## src/rtl/jk_pattern_driver.sv

```systemverilog
// Command-side driver for a single-bit ON/OFF J/K target: emits j/k pulses so the
// target traces ON for on_len cycles, OFF for off_len cycles, reps times or until stop.
module jk_pattern_driver #(
  parameter int CW = 8
) (
  input  logic          clk,
  input  logic          reset,
  input  logic          start,
  input  logic          stop,
  input  logic [CW-1:0] on_len,
  input  logic [CW-1:0] off_len,
  input  logic [CW-1:0] reps,
  output logic          j,
  output logic          k,
  output logic          tgt_on,
  output logic          busy,
  output logic          done,
  output logic          err
);

  localparam logic [2:0] IDLE = 3'd0;
  localparam logic [2:0] ARM  = 3'd1;
  localparam logic [2:0] ON   = 3'd2;
  localparam logic [2:0] OFF  = 3'd3;
  localparam logic [2:0] KILL = 3'd4;

  localparam logic [CW-1:0] ONE = {{(CW-1){1'b0}}, 1'b1};

  logic [2:0]    state;
  logic [CW-1:0] cnt;
  logic [CW-1:0] on_lat;
  logic [CW-1:0] off_lat;
  logic [CW-1:0] reps_lat;
  logic [CW-1:0] rep_cnt;
  logic          last_rep;
  logic          on_next;

  // Same update rule the target FSM applies to its own out.
  function automatic logic mirror_next(input logic jv, input logic kv, input logic cur);
    return jv ? 1'b1 : (kv ? 1'b0 : cur);
  endfunction

  function automatic logic [CW-1:0] sat_inc(input logic [CW-1:0] v);
    return (v == {CW{1'b1}}) ? v : v + ONE;
  endfunction

  // j/k come from registered state only, so start/stop never reach the target combinationally.
  always_comb begin
    j        = (state == ARM) || ((state == OFF) && (cnt == '0));
    k        = ((state == ON) && (cnt == '0)) || (state == KILL);
    busy     = (state != IDLE);
    on_next  = mirror_next(j, k, tgt_on);
    last_rep = (reps_lat != '0) &&
               (({1'b0, rep_cnt} + {{CW{1'b0}}, 1'b1}) == {1'b0, reps_lat});
  end

  always_ff @(posedge clk) begin
    if (reset) begin
      state    <= IDLE;
      cnt      <= '0;
      on_lat   <= '0;
      off_lat  <= '0;
      reps_lat <= '0;
      rep_cnt  <= '0;
      tgt_on   <= 1'b0;
      done     <= 1'b0;
      err      <= 1'b0;
    end else begin
      done   <= 1'b0;
      err    <= 1'b0;
      tgt_on <= on_next;
      case (state)
        IDLE: begin
          if (start) begin
            if (on_len != '0) begin
              on_lat   <= on_len;
              off_lat  <= (off_len == '0) ? ONE : off_len;
              reps_lat <= reps;
              rep_cnt  <= '0;
              state    <= ARM;
            end else begin
              err <= 1'b1;
            end
          end
        end
        ARM: begin
          if (stop) begin
            state <= KILL;
          end else begin
            cnt   <= on_lat - ONE;
            state <= ON;
          end
        end
        ON: begin
          if (stop) begin
            state <= on_next ? KILL : IDLE;
            done  <= !on_next;
          end else if (cnt == '0) begin
            rep_cnt <= sat_inc(rep_cnt);
            if (last_rep) begin
              state <= IDLE;
              done  <= 1'b1;
            end else begin
              cnt   <= off_lat - ONE;
              state <= OFF;
            end
          end else begin
            cnt <= cnt - ONE;
          end
        end
        OFF: begin
          if (stop) begin
            state <= on_next ? KILL : IDLE;
            done  <= !on_next;
          end else if (cnt == '0) begin
            cnt   <= on_lat - ONE;
            state <= ON;
          end else begin
            cnt <= cnt - ONE;
          end
        end
        KILL: begin
          state <= IDLE;
          done  <= 1'b1;
        end
        default: state <= IDLE;
      endcase
    end
  end

endmodule

```

## config.mk

```make
export PLATFORM = sky130hd
export DESIGN_NAME = jk_pattern_driver
export DESIGN_NICKNAME = d
export VERILOG_FILES = /design/src/rtl/jk_pattern_driver.sv
export SDC_FILE = /design/constraint.sdc
export NUM_CORES = 1
export LEC_CHECK = 0
export ABC_AREA = 0
export BUFFER_PORTS_ARGS = -buffer_cell sky130_fd_sc_hd__buf_2
export CAP_MARGIN = 20
export CORE_ASPECT_RATIO = 1.1
export CORE_MARGIN = 8
export CORE_UTILIZATION = 40
export CTS_CLUSTER_SIZE = 25
export DETAILED_ROUTE_END_ITERATION = 16
export GPL_TIMING_DRIVEN = 1
export PLACE_DENSITY = 0.63
export SYNTH_ARGS = -nofsm -noshare
export SYNTH_HDL_FRONTEND = slang
export SYNTH_SLANG_ARGS = --single-unit
```

## constraint.sdc

```tcl
create_clock -name clk -period 2.3 [get_ports clk]
set_input_delay 0.46 -clock clk [delete_from_list [all_inputs] [get_ports clk]]
set_output_delay 0.46 -clock clk [all_outputs]
set_load 0.01 [all_outputs]
```

# Word level (Yosys, flattened, before mapping)
# Index checks and enable logic that the tools add are counted.
# Widths: inputs -> output; s select.
dict set report totals {
  input_bits 28
  reg_bits 46
  word_cells 83
  out_inout_bits 6
}
dict set report op_classes {
  n_reduce_logical 19
  bitwise 2
  n_eq_ne 16
  add_sub_neg 5
  n_mux 32
}
# operator n
set op_table {}
lappend op_table {{$mux 8} 12}
lappend op_table {{$mux 3} 8}
lappend op_table {{$pmux 8 s3} 1}
lappend op_table {{$sub 8x1->8 const B} 3}
lappend op_table {{$logic_not 8->1} 2}
lappend op_table {{$pmux 8 s2} 1}
lappend op_table {{$reduce_bool 8->1} 2}
lappend op_table {{$ne 2x2->1 const B} 6}
lappend op_table {{$pmux 3 s4} 1}
lappend op_table {{$add 8x1->9 const B} 1}
lappend op_table {{$eq 9x8->1} 1}
lappend op_table {{$add 8x1->8 const B} 1}
lappend op_table {{$eq 8x8->1 const B} 1}
lappend op_table {{$mux 1} 7}
lappend op_table {{$eq 3x2->1 const B} 2}
lappend op_table {{$ne 3x2->1 const B} 2}
lappend op_table {{$reduce_and 6->1} 1}
lappend op_table {{$reduce_bool 3->1} 2}
lappend op_table {{$reduce_and 5->1} 1}
lappend op_table {{$reduce_and 4->1} 1}
lappend op_table {{$eq 3x1->1 const B} 1}
lappend op_table {{$eq 3x3->1 const B} 1}
lappend op_table {{$logic_and 1x1->1} 3}
lappend op_table {{$logic_not 3->1} 1}
lappend op_table {{other kinds (10)} 12}

# Depth between registers and ports, before layout
# Gate-level depths: netlist of run 1.
dict set report depth {
  depth_word 8
  mapped_depth 9
  ltp_nobuf 8
}

# Worst setup path before layout of run 1
# OpenSTA, ideal clock, no wires.
dict set report synth_path {
  path_kind {flip-flop to flip-flop}
  from {register rep_cnt[1]}
  to {register cnt[6]}
  setup_ns 0.123
  stages_incl_launch_ff 10
  setup_slack_ns -0.049
  required_time_ns 2.177
  synth_period_minus_slack_ns 2.349
  arrival_ns 2.226
  path_buffers 2
  path_cell_list {dfxtp_1 -> ha_1 -> clkbuf_1 -> nand3_1 -> o211a_1 -> a211oi_1 -> nand4_1 -> o21bai_1 -> buf_2 -> mux2_1}
}
dict set report synth_between {
  elab_chain_cells 5
}
# item line
set synth_lines {}
lappend synth_lines {{from (decl)} 34} ;# logic [CW-1:0] rep_cnt;
lappend synth_lines {{from (signal assigned)} 99} ;# rep_cnt <= sat_inc(rep_cnt);
lappend synth_lines {{$add 8x1->9} 54} ;# (({1'b0, rep_cnt} + {{CW{1'b0}}, 1'b1}) == {1'b0, reps_lat});
lappend synth_lines {{$eq 9x8->1} 54}
lappend synth_lines {{$logic_and 1x1->1} 53} ;# last_rep = (reps_lat != '0) &&
lappend synth_lines {{$ne 3x3->1 (no source line)} -}
lappend synth_lines {{$reduce_and 5->1 (no source line)} -}
lappend synth_lines {{to (signal assigned)} 90} ;# cnt <= on_lat - ONE;
lappend synth_lines {{to (signal assigned)} 104} ;# cnt <= off_lat - ONE;
lappend synth_lines {{to (signal assigned)} 108} ;# cnt <= cnt - ONE;
lappend synth_lines {{to (decl)} 30} ;# logic [CW-1:0] cnt;
# No other way between the ends.
# A chain may end at the register's enable or synchronous reset.

# Worst setup path after layout of run 1
dict set report layout_path {
  from {register cnt[2]}
  to {output port j}
}
dict set report layout_between {
  elab_chain_cells 3
}
# item line
set layout_lines {}
lappend layout_lines {{$logic_not 8->1} 49} ;# j = (state == ARM) || ((state == OFF) && (cnt == '0));
lappend layout_lines {{$logic_and 1x1->1} 49}
lappend layout_lines {{$logic_or 1x1->1} 49}
lappend layout_lines {{to (decl)} 13} ;# output logic j,
# No other way between the ends.

==> out/metrics.yaml, run 1 <==
placed_cells: 469
hold_viol: 0
grt_pass1_wl_microns: 12400
synth-main-ff-cell: "dfxtp_1"
fin_skew_ns: 0.00514
swShare_pct: 31.5
ys_types: 54
routed_wl_microns: 7430
critPathKind: "reg2out"
synth_most_common_cell: "dfxtp_1"
fmax_mhz: 459
crit_path_start_kind: "flip-flop"
setup_viol: 0
synthTopCellsByCount: "dfxtp_1, nor2_1, mux2i_1"
powerDensity_nw_per_um2: 583
cp.required_ns: 1.84
initial_core_util_pct: 40.7
drt-pass1-iter-count: 4
power_mw: 1.99
core_sq_um: 6890
fin_tns_setup_ns: 0
ios: 34
synthTopCellsByArea: "dfxtp_1, mux2i_1, nor2_1, xnor2_1, a21oi_1"
grt_usage_pct: 15.4
power.share.clock_pct: 26.1
ys_seq_area_share_pct: 32.8
relSlewSlack_pct: 57.2
place_hpwl_microns: 5720
antenna_found_initial: 0
cp_max_fo: 7
ir_drop_mv: 0.288
cp.arrival_ns: 1.72
synth_edf_count: 0
wl_per_cell_microns: 15.5
synthCells: 337
rsz0062_at_grt: "true"
cts_made_buffers: 5
syn_to_final_growth_pct: 21.5
syn_area_sq_um: 2800
netSwitchingPower_mw: 0.624
remaining_drc_errors: 0
fin_crit_sh_pct: 94.8
seqPwrFrac_pct: 45.7
path_clk_slew_ns: 0.09
timing.hold.ws_ns: 0.391
p_int_mw: 1.36
ys_ff_latch: 46
syn-num-nets: 370
instances_no_fill: 479
drt_iter0_markers: 150
drtAntennaViolNets: 0
end_kind: "output port"
yosysTopAreaCell: "dfxtp_1"
overflow: 0
fill_cells: 700
synth_area_per_cell_sq_um: 8.32
ys_async_sr_fraction_pct: 0
port_buffers: 33
drt-vias-per-instance: 5.49
yosysTopAreaCellShare_pct: 32.8
status: "complete, no violations"
worst_slew_pin_slew_ns: 0.641
die_w_microns: 95.8
yosys_warnings: 0
row_count: 32
die_h_microns: 104
grt_max_degree: 36
die-area_sq_um: 9950
clockRootBuffer: "clkbuf_8"
p_leak_nw: 1.42
p_comb_share_pct: 28.3
clockBufferDepth: 2
vias: 2632
fin_nets: 426
antennaDiodeCount: 0
clk_latency_ns: 0.30
drive_above_1_share_pct: 22.1
grt_pass1_vias: 2543
cts_tree: "built"
min_path_type: "in2reg"
htree_levels: 2
fin_crit_ns: 2.18
cap_violations: 0
routabilityCongestion: 0.824
cts_sinks: 46
slew_viol_final: 0
## sequential cells by signal (all words and copies together), names as in the netlist
signal and flops:
rep_cnt 8, on_lat 8, err 1, reps_lat 8
cnt 8, done 1, state 3, tgt_on 1
off_lat 8
## metrics by stage
stage	utilization, %	setup slack (ns)	instance area [sq um]
after CTS	48.6	0.00975	3350
after detailed placement	47.3	0.0496	3260
final	49.5	0.121	3410
after global placement	47.3	0.138	3260
after global routing	49.5	0.0133	3410
after floorplan	-	0.0549	2810
## final cells by class
class / count / area (sq um) / area share (%)
repair buffers: 67 / 433 / 12.7
multi-input cells: 263 / 1820 / 53.3
well taps: 85 / 106 / 3.12
inverters: 10 / 37.5 / 1.10
flip-flops and latches: 46 / 921 / 27.0
clock buffers: 7 / 86.3 / 2.53
clock inverters: 1 / 5.00 / 0.147
## power groups by stage
| stage | sequential, mW | combinational, mW | clock [mW] |
|---|---|---|---|
| 2_1_floorplan | 0.907 | 0.376 | 0 |
| 3_3_place_gp | 0.922 | 0.538 | 0 |
| 3_5_place_dp | 0.923 | 0.547 | 0 |
| 4_1_cts | 0.905 | 0.550 | 0.531 |
| 5_1_grt | 0.916 | 0.621 | 0.561 |
| 6_report | 0.906 | 0.562 | 0.517 |
## per-layer routing
metal	wire, microns	GRT usage, %	up-vias
met5	0	0	-
met4	116	5.06	0
met3	337	3.32	9
met2	3760	26.3	58
met1	3210	18.2	1234
li1	-	-	1331
## cells in the final DEF, fill, tap and decap left out, types with 4 or more instances in the layout
| master | n |
|---|---|
| o21ai_0 | 13 |
| nand4_1 | 5 |
| a21oi_1 | 17 |
| nor2b_1 | 4 |
| nor3b_1 | 4 |
| a211oi_1 | 5 |
| nand2b_1 | 9 |
| xor2_1 | 9 |
| nor2_1 | 43 |
| nand3_1 | 6 |
| nor4_1 | 8 |
| buf_4 | 33 |
| dfxtp_1 | 46 |
| a211o_1 | 4 |
| buf_2 | 33 |
| ha_1 | 5 |
| nor3_1 | 8 |
| or3_1 | 5 |
| xnor2_1 | 14 |
| clkbuf_8 | 6 |
| inv_1 | 10 |
| mux2i_1 | 31 |
| nand2_1 | 21 |
## logic make-up (layout without fill, tap and decap cells)
kind of cell | Yosys count | after routing | share of synthesized area (%)
XOR/XNOR | 23 | 23 | 7.18
AND/OR/NAND/NOR | 133 | 133 | 25.1
flip-flops | 46 | 46 | 32.8
AO/OA/AOI/OAI | 69 | 70 | 16.6
buffers and inverters | 29 | 85 | 4.60
adder cells (fa/ha/maj) | 5 | 5 | 2.23
multiplexers | 32 | 32 | 11.5
## worst paths after layout
| path | start | to | slack [ns] | cells after the start |
|---|---|---|---|---|
| hold reg to reg | rep_cnt[7]$_SDFFE_PP0P_ | rep_cnt[7]$_SDFFE_PP0P_ | 0.52 | 2 |
| setup / recovery | cnt[2]$_SDFFE_PP0P_ | j | 0.12 | 5 |
| hold / removal | reps[7] | reps_lat[7]$_SDFFE_PP0P_ | 0.39 | 3 |
| setup reg to reg | state[0]$_SDFFE_PP0P_ | off_lat[5]$_SDFFE_PP0P_ | 0.19 | 7 |
## worst max-delay path, stage by stage, from the launching register on
cell	delay [ns]
dfxtp_1	0.35
nor4_4	0.36
buf_4	0.20
nand2_2	0.11
a211oi_2	0.24
buf_2	0.16
## repair_timing
| action | 4_1_cts | 5_1_grt |
|---|---|---|
| setup endpoints to repair | 1 | 17 |
| hold buffers | 0 | 0 |
| endpoints found under the hold margin | 0 | 0 |
| buffers inserted | 0 | 1 |
| gates resized for setup | 0 | 7 |
| cloned | 0 | 1 |
| pin swaps | 1 | 5 |
No activity file was read; power rests on OpenSTA's default activity.
==> run 2, diff against run 1 <==
--- a/config.mk
+++ b/config.mk
@@ -7,14 +7,16 @@
 export LEC_CHECK = 0
 export ABC_AREA = 0
 export BUFFER_PORTS_ARGS = -buffer_cell sky130_fd_sc_hd__buf_2
-export CAP_MARGIN = 20
+export CAP_MARGIN = 10
+export CELL_PAD_IN_SITES_DETAIL_PLACEMENT = 1
+export CELL_PAD_IN_SITES_GLOBAL_PLACEMENT = 2
 export CORE_ASPECT_RATIO = 1.1
 export CORE_MARGIN = 8
-export CORE_UTILIZATION = 40
+export CORE_UTILIZATION = 31
 export CTS_CLUSTER_SIZE = 25
 export DETAILED_ROUTE_END_ITERATION = 16
 export GPL_TIMING_DRIVEN = 1
-export PLACE_DENSITY = 0.63
+export PLACE_DENSITY = 0.77
 export SYNTH_ARGS = -nofsm -noshare
 export SYNTH_HDL_FRONTEND = slang
 export SYNTH_SLANG_ARGS = --single-unit
==> out/metrics.yaml, run 2 (same netlist as run 1, synthesis figures left out) <==
clk_latency_ns: 0.30
clockBufferDepth: 2
relSlewSlack_pct: 63.5
crit_family: "compound AO/OA/AOI/OAI gates"
overflow: 0
crit_path_start_kind: "flip-flop"
syn_to_final_growth_pct: 24.5
cp_cell_sequence: "ha_4 -> xor2_1 -> a211o_1 -> a2111oi_4 -> nand4_1 -> buf_4 -> or3_4 -> a21oi_2"
r2r_slack_ns: 0.13
die_w_microns: 107
r2r-end: "done$_SDFF_PP0_"
drtAntennaViolNets: 0
critPathKind: "reg2reg"
drt-vias-per-instance: 5.23
rsz0062_at_grt: "true"
antennaDiodeCount: 0
power_mw: 1.99
drt-pass1-iter-count: 4
routabilityCongestion: 0.827
status: "complete, no violations"
fin_crit_sh_pct: 94.5
core_sq_um: 8830
die_h_microns: 116
netSwitchingPower_mw: 0.662
ff2ff_path_depth: 8
grt_max_degree: 27
cpPeakStageDelay_ns: 0.35
layout_commonest_cell: "dfxtp_1"
final_area_sq_um: 3490
instances_no_fill: 510
cts_tree: "built"
placed_cells: 502
fmax_mhz: 460
r2r_start: "rep_cnt[1]$_SDFFE_PP0P_"
place_area_sq_um: 3320
p_leak_nw: 1.44
regArea_sq_um: 923
clockRootBuffer: "clkbuf_8"
p_int_mw: 1.33
drt_iter0_markers: 55
cap_violations: 0
end_kind: "flip-flop"
min_path_type: "in2reg"
hold_viol: 0
worst_slack_ns: 0.127
place_hpwl_microns: 6740
cts_made_buffers: 5
crit_slowest_cell: "dfxtp_2"
power.share.clock_pct: 25.1
swShare_pct: 33.2
initial_core_util_pct: 31.8
port_buffers: 33
htree_levels: 2
row_count: 36
ir_drop_mv: 0.207
cp.arrival_ns: 2.41
hold_depth: 3
cp.required_ns: 2.54
fill_cells: 1102
antenna_found_initial: 0
p_comb_share_pct: 29.6
fin_nets: 429
routed_wl_microns: 8490
dp_slack_ns: -0.0991
powerDensity_nw_per_um2: 571
cts_sinks: 46
cp.buffers_inverters: 1
path_clk_slew_ns: 0.10
hold_end: "reps_lat[7]$_SDFFE_PP0P_"
cp_max_fo: 3
multi_input_area_sq_um: 1840
vias: 2666
slew_viol_final: 0
seqPwrFrac_pct: 45.3
fin_skew_ns: 0.0159
wl_per_cell_microns: 16.6
drive_above_1_share_pct: 24.2
remaining_drc_errors: 0
worst_slew_pin_slew_ns: 0.547
ios: 34
die-area_sq_um: 12300
setup_viol: 0
hp-start: "reps[7]"
grt_pass1_vias: 2806
grt_usage_pct: 14.2
grt_pass1_wl_microns: 14200
fin_crit_ns: 2.17
holdBufCountCts: 0
mostFrequentLayoutCells: "dfxtp_1, nor2_1, buf_4, buf_2, mux2i_1"
run 2: cell type report:
cell class              instances  share of cell area, %
repair buffers                 71                   13.5
multi-input cells             262                   52.7
well taps                     114                   4.09
clock inverters                 2                  0.287
flip-flops and latches         46                   26.5
inverters                      10                   1.08
clock buffers                   5                   1.97
run 2: routing by layer:
metal / track usage [%] / routed length [microns]
met3: 2.89 / 270
met2: 26.0 / 4430
met5: 0 / 0
met4: 4.98 / 165
met1: 15.9 / 3620
run 2: what timing repair did:
action                     4_1_cts  5_1_grt
cloned                           0        0
pin swaps                        7        4
gates resized for setup          3       14
setup endpoints to repair       11       16
setup buffers                    1        0
run 2: worst max-delay path by stage:
stage,startpoint,end,slack (ns),cells after the start
finish,rep_cnt[1]$_SDFFE_PP0P_,done$_SDFF_PP0_,0.13,8
CTS,cnt[0]$_SDFFE_PP0P_,j,0.02,7
global placement,rep_cnt[0]$_SDFFE_PP0P_,done$_SDFF_PP0_,-0.03,8
global route,rep_cnt[1]$_SDFFE_PP0P_,done$_SDFF_PP0_,-0.02,8
floorplan,rep_cnt[1]$_SDFFE_PP0P_,cnt[6]$_SDFFE_PP0P_,0.05,8
detailed placement,rep_cnt[0]$_SDFFE_PP0P_,cnt[3]$_SDFFE_PP0P_,-0.1,8
run 2: power by group through the flow:
stage	clock, mW	sequential (mW)	combinational, mW
after floorplan	0	0.907	0.376
after global placement	0	0.920	0.562
after detailed placement	0	0.923	0.571
after CTS	0.517	0.904	0.582
after global routing	0.536	0.911	0.654
final	0.500	0.904	0.591
run 2: worst register-to-register path, delay by kind of cell (launching register included):
| kind | cells | cell delay, ns |
|---|---|---|
| AO/OA/AOI/OAI | 3 | 0.60 |
| XOR/XNOR | 1 | 0.14 |
| buffers and inverters | 1 | 0.22 |
| flip-flops | 1 | 0.35 |
| adder cells (fa/ha/maj) | 1 | 0.24 |
| AND/OR/NAND/NOR | 2 | 0.55 |
run 2: per-stage QoR:
step                      utilization (%)  setup TNS [ns]  hold WS, ns
after detailed placement             37.7          -0.684        0.529
after global placement               37.7          -0.117        0.508
after global routing                 39.5         -0.0527        0.421
final                                39.5               0        0.393
after floorplan                         -               0        0.478
after CTS                            38.9               0        0.389
